--- src/rtl/tdm_demux.sv ---
// ----------------------------------------------------------------------------
// tdm_demux
// Receive end of a 4:1 time-multiplexed bus. Beats carry one WIDTH-bit slot
// value tagged with a 2-bit slot index. Slots 0..3 must arrive in order; slots
// 0..2 are staged internally and the frame is published on the slot-3 beat,
// so partial frames never reach the outputs. Completion is reported with a
// valid/ack handshake; sequencing errors and unacknowledged overwrites are
// reported as single-cycle pulses.
//
// Ports
//   i_clk           system clock, all state changes on rising edge
//   i_rst           synchronous reset, active-high
//   i_din           slot data
//   i_din_sel       slot index of i_din (0..3)
//   i_din_valid     i_din/i_din_sel sampled this cycle when high
//   i_frame_ack     consumer accepts the presented frame
//   o_y0..o_y3      assembled frame slots 0..3 (registered)
//   o_frame_valid   high while an unacknowledged frame is on o_y0..o_y3
//   o_framing_err   1-cycle pulse: out-of-order slot received
//   o_overrun       1-cycle pulse: frame overwritten before ack
// ----------------------------------------------------------------------------
module tdm_demux #(
    parameter int WIDTH = 4
) (
    input  logic             i_clk,
    input  logic             i_rst,
    input  logic [WIDTH-1:0] i_din,
    input  logic [1:0]       i_din_sel,
    input  logic             i_din_valid,
    input  logic             i_frame_ack,
    output logic [WIDTH-1:0] o_y0,
    output logic [WIDTH-1:0] o_y1,
    output logic [WIDTH-1:0] o_y2,
    output logic [WIDTH-1:0] o_y3,
    output logic             o_frame_valid,
    output logic             o_framing_err,
    output logic             o_overrun
);

    // Expected-slot states: the state value is the slot index accepted next.
    localparam logic [1:0] S0 = 2'd0;
    localparam logic [1:0] S1 = 2'd1;
    localparam logic [1:0] S2 = 2'd2;
    localparam logic [1:0] S3 = 2'd3;

    logic [1:0]       r_exp;
    logic [WIDTH-1:0] r_stage0;
    logic [WIDTH-1:0] r_stage1;
    logic [WIDTH-1:0] r_stage2;
    logic [WIDTH-1:0] r_y0;
    logic [WIDTH-1:0] r_y1;
    logic [WIDTH-1:0] r_y2;
    logic [WIDTH-1:0] r_y3;
    logic             r_frame_valid;
    logic             r_framing_err;
    logic             r_overrun;

    logic w_in_order;
    logic w_out_of_order;
    logic w_complete;

    // Beat classification against the expected slot.
    always_comb begin
        w_in_order     = 1'b0;
        w_out_of_order = 1'b0;
        w_complete     = 1'b0;
        if (i_din_valid) begin
            w_in_order     = (i_din_sel == r_exp);
            w_out_of_order = (i_din_sel != r_exp);
            w_complete     = (i_din_sel == r_exp) && (r_exp == S3);
        end else begin
            w_in_order     = 1'b0;
            w_out_of_order = 1'b0;
            w_complete     = 1'b0;
        end
    end

    // Slot sequencer and staging registers.
    always_ff @(posedge i_clk) begin
        if (i_rst) begin
            r_exp    <= S0;
            r_stage0 <= {WIDTH{1'b0}};
            r_stage1 <= {WIDTH{1'b0}};
            r_stage2 <= {WIDTH{1'b0}};
        end else if (w_in_order) begin
            case (r_exp)
                S0: begin
                    r_stage0 <= i_din;
                    r_exp    <= S1;
                end
                S1: begin
                    r_stage1 <= i_din;
                    r_exp    <= S2;
                end
                S2: begin
                    r_stage2 <= i_din;
                    r_exp    <= S3;
                end
                S3:      r_exp <= S0;
                default: r_exp <= S0;
            endcase
        end else if (w_out_of_order) begin
            // A stray slot 0 is taken as the start of a new frame; any other
            // stray slot drops the beat and waits for slot 0. Staging of the
            // later slots is left as-is since it is rewritten before use.
            if (i_din_sel == S0) begin
                r_stage0 <= i_din;
                r_exp    <= S1;
            end else begin
                r_exp    <= S0;
            end
        end else begin
            r_exp <= r_exp;
        end
    end

    // Frame publication, handshake and status pulses.
    always_ff @(posedge i_clk) begin
        if (i_rst) begin
            r_y0          <= {WIDTH{1'b0}};
            r_y1          <= {WIDTH{1'b0}};
            r_y2          <= {WIDTH{1'b0}};
            r_y3          <= {WIDTH{1'b0}};
            r_frame_valid <= 1'b0;
            r_framing_err <= 1'b0;
            r_overrun     <= 1'b0;
        end else begin
            r_framing_err <= w_out_of_order;
            // An ack arriving with the completing beat consumes the old frame,
            // so only an unacknowledged pending frame counts as overrun.
            r_overrun     <= w_complete && r_frame_valid && !i_frame_ack;
            if (w_complete) begin
                r_y0          <= r_stage0;
                r_y1          <= r_stage1;
                r_y2          <= r_stage2;
                r_y3          <= i_din;
                r_frame_valid <= 1'b1;
            end else if (i_frame_ack) begin
                r_frame_valid <= 1'b0;
            end else begin
                r_frame_valid <= r_frame_valid;
            end
        end
    end

    assign o_y0          = r_y0;
    assign o_y1          = r_y1;
    assign o_y2          = r_y2;
    assign o_y3          = r_y3;
    assign o_frame_valid = r_frame_valid;
    assign o_framing_err = r_framing_err;
    assign o_overrun     = r_overrun;

endmodule
--- config.mk ---
export PLATFORM = sky130hd
export DESIGN_NAME = tdm_demux
export DESIGN_NICKNAME = d
export VERILOG_FILES = /design/src/rtl/tdm_demux.sv
export SDC_FILE = /design/constraint.sdc
export NUM_CORES = 1
export LEC_CHECK = 0
export CORE_MARGIN = 2
export CORE_UTILIZATION = 55
export CTS_BUF_LIST = sky130_fd_sc_hd__clkbuf_2
export CTS_CLUSTER_DIAMETER = 120
export DETAILED_ROUTE_END_ITERATION = 7
export GPL_TIMING_DRIVEN = 1
export PLACE_DENSITY_LB_ADDON = 0.08
export SYNTH_ARGS = -nofsm -noshare
export SYNTH_HDL_FRONTEND = slang
export SYNTH_SLANG_ARGS = --single-unit
--- constraint.sdc ---
create_clock -name i_clk -period 3.54 [get_ports i_clk]
set_input_delay 0.354 -clock i_clk [delete_from_list [all_inputs] [get_ports i_clk]]
set_output_delay 0.354 -clock i_clk [all_outputs]
set_load 0.005 [all_outputs]
==> impl_metrics.json <==
{
  "cp.required_ns": 3.77,
  "arrival_ns": 2.38,
  "dpl.hpwl_um": 1970,
  "first_iter_violations": 13,
  "critPathCapture": "o_y0[3]$_SDFFE_PP0P_",
  "final_cells": 216,
  "synth.avg_cell_area_um2": 8.67,
  "drv_slew": 0,
  "final_net_count": 202,
  "grt-busiest-layer": "met2",
  "wl_per_cell_um": 13.3,
  "r2r-end": "o_y0[3]$_SDFFE_PP0P_",
  "worst-path-max-fanout": 18,
  "dp_cells": 210,
  "postCtsSetupRepairBufs": 0,
  "antenna_left": 0,
  "synth_cells": 162,
  "gr-usage-met1": 0.249,
  "synth_cell_types": 23,
  "cp-end-kind": "flip-flop",
  "startpoint": "r_exp[1]$_SDFFE_PP0P_",
  "cts_hold_buf": 0,
  "slew_headroom": 0.351,
  "start_util": 0.572,
  "track_usage": 0.213,
  "fin_crit_sh": 0.609,
  "first_global_vias": 990,
  "worst_slew_pin_slew_ns": 0.971,
  "hold_viol": 0,
  "ioPinCount": 29,
  "gp_congestion": 0.786,
  "vdd_drop_max_mv": 0.267,
  "drt_wl_total_um": 2880,
  "r2r_cells": 4,
  "clock_sinks": 33,
  "ys_warn_count": 0,
  "syn2layout_area_growth_pct": 20.7,
  "rsz0062_at_grt": "false",
  "drive_above_1_share": 0.0645,
  "fin_setup_tns_ns": 0,
  "clkLatencyLatePin_ns": 0.36,
  "first_pass_iters": 4,
  "synth_top_area_frac": 0.471,
  "hp-class": "flip-flop to flip-flop",
  "synth_seq_cells": 33,
  "drc": 0,
  "critPathKind": "flip-flop to flip-flop",
  "rrSetupSlack_ns": 1.38,
  "num_antenna_cells": 0,
  "antenna_found_initial": 0,
  "fmax_mhz": 464,
  "fin_ws_ns": 1.38,
  "powerDensity_mw_per_mm2": 347,
  "grt_pass1_wl_um": 4370,
  "coreArea_mm2": 0.00245,
  "intPower_uw": 439,
  "die_h_um": 54.5,
  "clock_path_buffers": 2,
  "switching_share": 0.254,
  "synth_largest_area_cell": "dfxtp_1",
  "cts_buffers": 5,
  "maxCapViolCount": 0,
  "finalCriticalPeriod_ns": 2.16,
  "setup_viol": 0,
  "met2_usage": 0.359,
  "worst_clock_skew_ns": 0.0135,
  "p_comb_frac": 0.089,
  "syn_nets": 177,
  "pwr-share-clk": 0.267,
  "viasPerCell": 5.41,
  "r2r_start": "r_exp[1]$_SDFFE_PP0P_",
  "pre_cts_ws_ns": 1.16,
  "vias": 1169,
  "ys_seq_area_frac": 0.471,
  "clock-root-buffer": "clkbuf_2",
  "row_count": 18,
  "io_buffers": 28,
  "p_switching_uw": 149,
  "cts_resized": 0,
  "status": "finished clean",
  "grt_max_degree": 32,
  "grtUsageMet3": 0.0738,
  "syn_area_mm2": 0.00140,
  "fillers": 222,
  "htree_levels": 2,
  "seq_power_share": 0.644,
  "overflow": 0,
  "die_width_um": 54.5,
  "ys_top_cells_by_area": "dfxtp_1 (47%), a21oi_1 (9.6%), nand3_1 (8.9%)",
  "cts_tree": "done",
  "leakage_uw": 0.000573,
  "clk_pin_slew_worst_paths_ns": 0.16,
  "startpoint_type": "flip-flop",
  "min-delay-start": "r_stage1[0]$_SDFFE_PP0P_",
  "die_area_mm2": 0.00297
}
metal layers:
metal	up-vias	part of all wire	wire length (µm)
li1	597	-	-
met1	543	0.45	1300
met2	23	0.49	1400
met3	6	0.045	129
met4	0	0.016	45
met5	-	0	0
power groups by stage:
stage	clock [µW]	sequential (µW)	combinational [µW]
floorplan	0	386	35.0
global placement	0	387	50.0
detailed placement	0	387	51.5
CTS	162	379	51.7
global route	175	380	56.9
finish	157	379	52.4
how the worst min path moves through the flow:
stage	slack, ns	depth (start not counted)	endpoint
floorplan	0.44	2	r_stage1[0]$_SDFFE_PP0P_
global placement	0.44	2	o_y3[1]$_SDFFE_PP0P_
detailed placement	0.45	2	o_y0[0]$_SDFFE_PP0P_
CTS	0.47	2	o_y0[0]$_SDFFE_PP0P_
global route	0.48	2	o_y0[0]$_SDFFE_PP0P_
finish	0.46	2	o_y1[0]$_SDFFE_PP0P_
state kept, by name, summed over array words and instances (netlist names):
register and cells:
r_stage2 4, r_exp 2, r_stage1 4, o_framing_err 1
r_stage0 4, o_y1 4, o_y2 4, o_overrun 1
o_y0 4, o_y3 4, o_frame_valid 1
stage by stage:
| stage | hold slack (ns) | utilization | area (µm²) | power [µW] |
|---|---|---|---|---|
| 6_report | 0.463 | 0.690 | 1690 | 589 |
| 3_5_place_dp | 0.446 | 0.678 | 1660 | 438 |
| 4_1_cts | 0.466 | 0.690 | 1690 | 593 |
| 2_1_floorplan | 0.437 | - | 1400 | 421 |
| 5_1_grt | 0.477 | 0.690 | 1690 | 611 |
| 3_3_place_gp | 0.442 | 0.678 | 1660 | 436 |
cell usage after synthesis:
master     instances
dfxtp_1           33
a221oi_1           1
nand2_1           28
clkbuf_1           6
nor2b_1            1
mux2i_1            4
nand4_1            2
nor2_1             1
o21ai_0            2
buf_1              1
nand2b_1          11
and3_1             1
ha_1               5
o2111a_2           1
buf_6              3
inv_1              3
nand4_2            1
nand3_1           25
buf_2              1
a21oi_1           27
xnor2_2            2
nor3_1             2
a2bb2oi_2          1
placed cells by master, fill, tap and decap left out:
cell type and instances:
o21ai_0 2, xnor2_2 2, o2111a_2 1, nand4_2 1, clkinv_2 1, nand2b_1 11, a21oi_1 27, nor2_1 1
nand2_1 28, nand4_1 2, mux2i_1 4, buf_4 1, a2bb2oi_2 1, clkbuf_2 5, inv_1 3, dfxtp_1 33
nor3_1 2, nand3_1 25, clkdlybuf4s50_1 28, and3_1 1, ha_1 5, a221oi_1 1, nor2b_1 1
final cells by class:
type / count / area, µm² / area share
multi-input combinational: 115 / 667 / 0.394
sequential: 33 / 661 / 0.390
timing repair buffer: 29 / 288 / 0.170
tap: 30 / 37.5 / 0.0222
clock buffer: 5 / 25.0 / 0.0148
inverter: 3 / 11.3 / 0.00665
clock inverter: 1 / 5.00 / 0.00295
cell families (layout without fill, tap and decap cells):
logic type | count (synthesis) | after routing | share of synthesized area
AO/OA/AOI/OAI | 32 | 32 | 0.129
multiplexers | 4 | 4 | 0.0285
adder cells (fa/ha/maj) | 5 | 5 | 0.0446
XOR/XNOR | 2 | 2 | 0.0232
flip-flops | 33 | 33 | 0.471
buffers and inverters | 14 | 38 | 0.0544
AND/OR/NAND/NOR | 72 | 72 | 0.250
worst max-delay path: stages (launching register included):
cell and delay (ns):
dfxtp_1 0.54, ha_1 0.63, nand4_2 0.54, nand2_1 0.22, a21oi_1 0.08
Power figures use the tool's default switching activity.
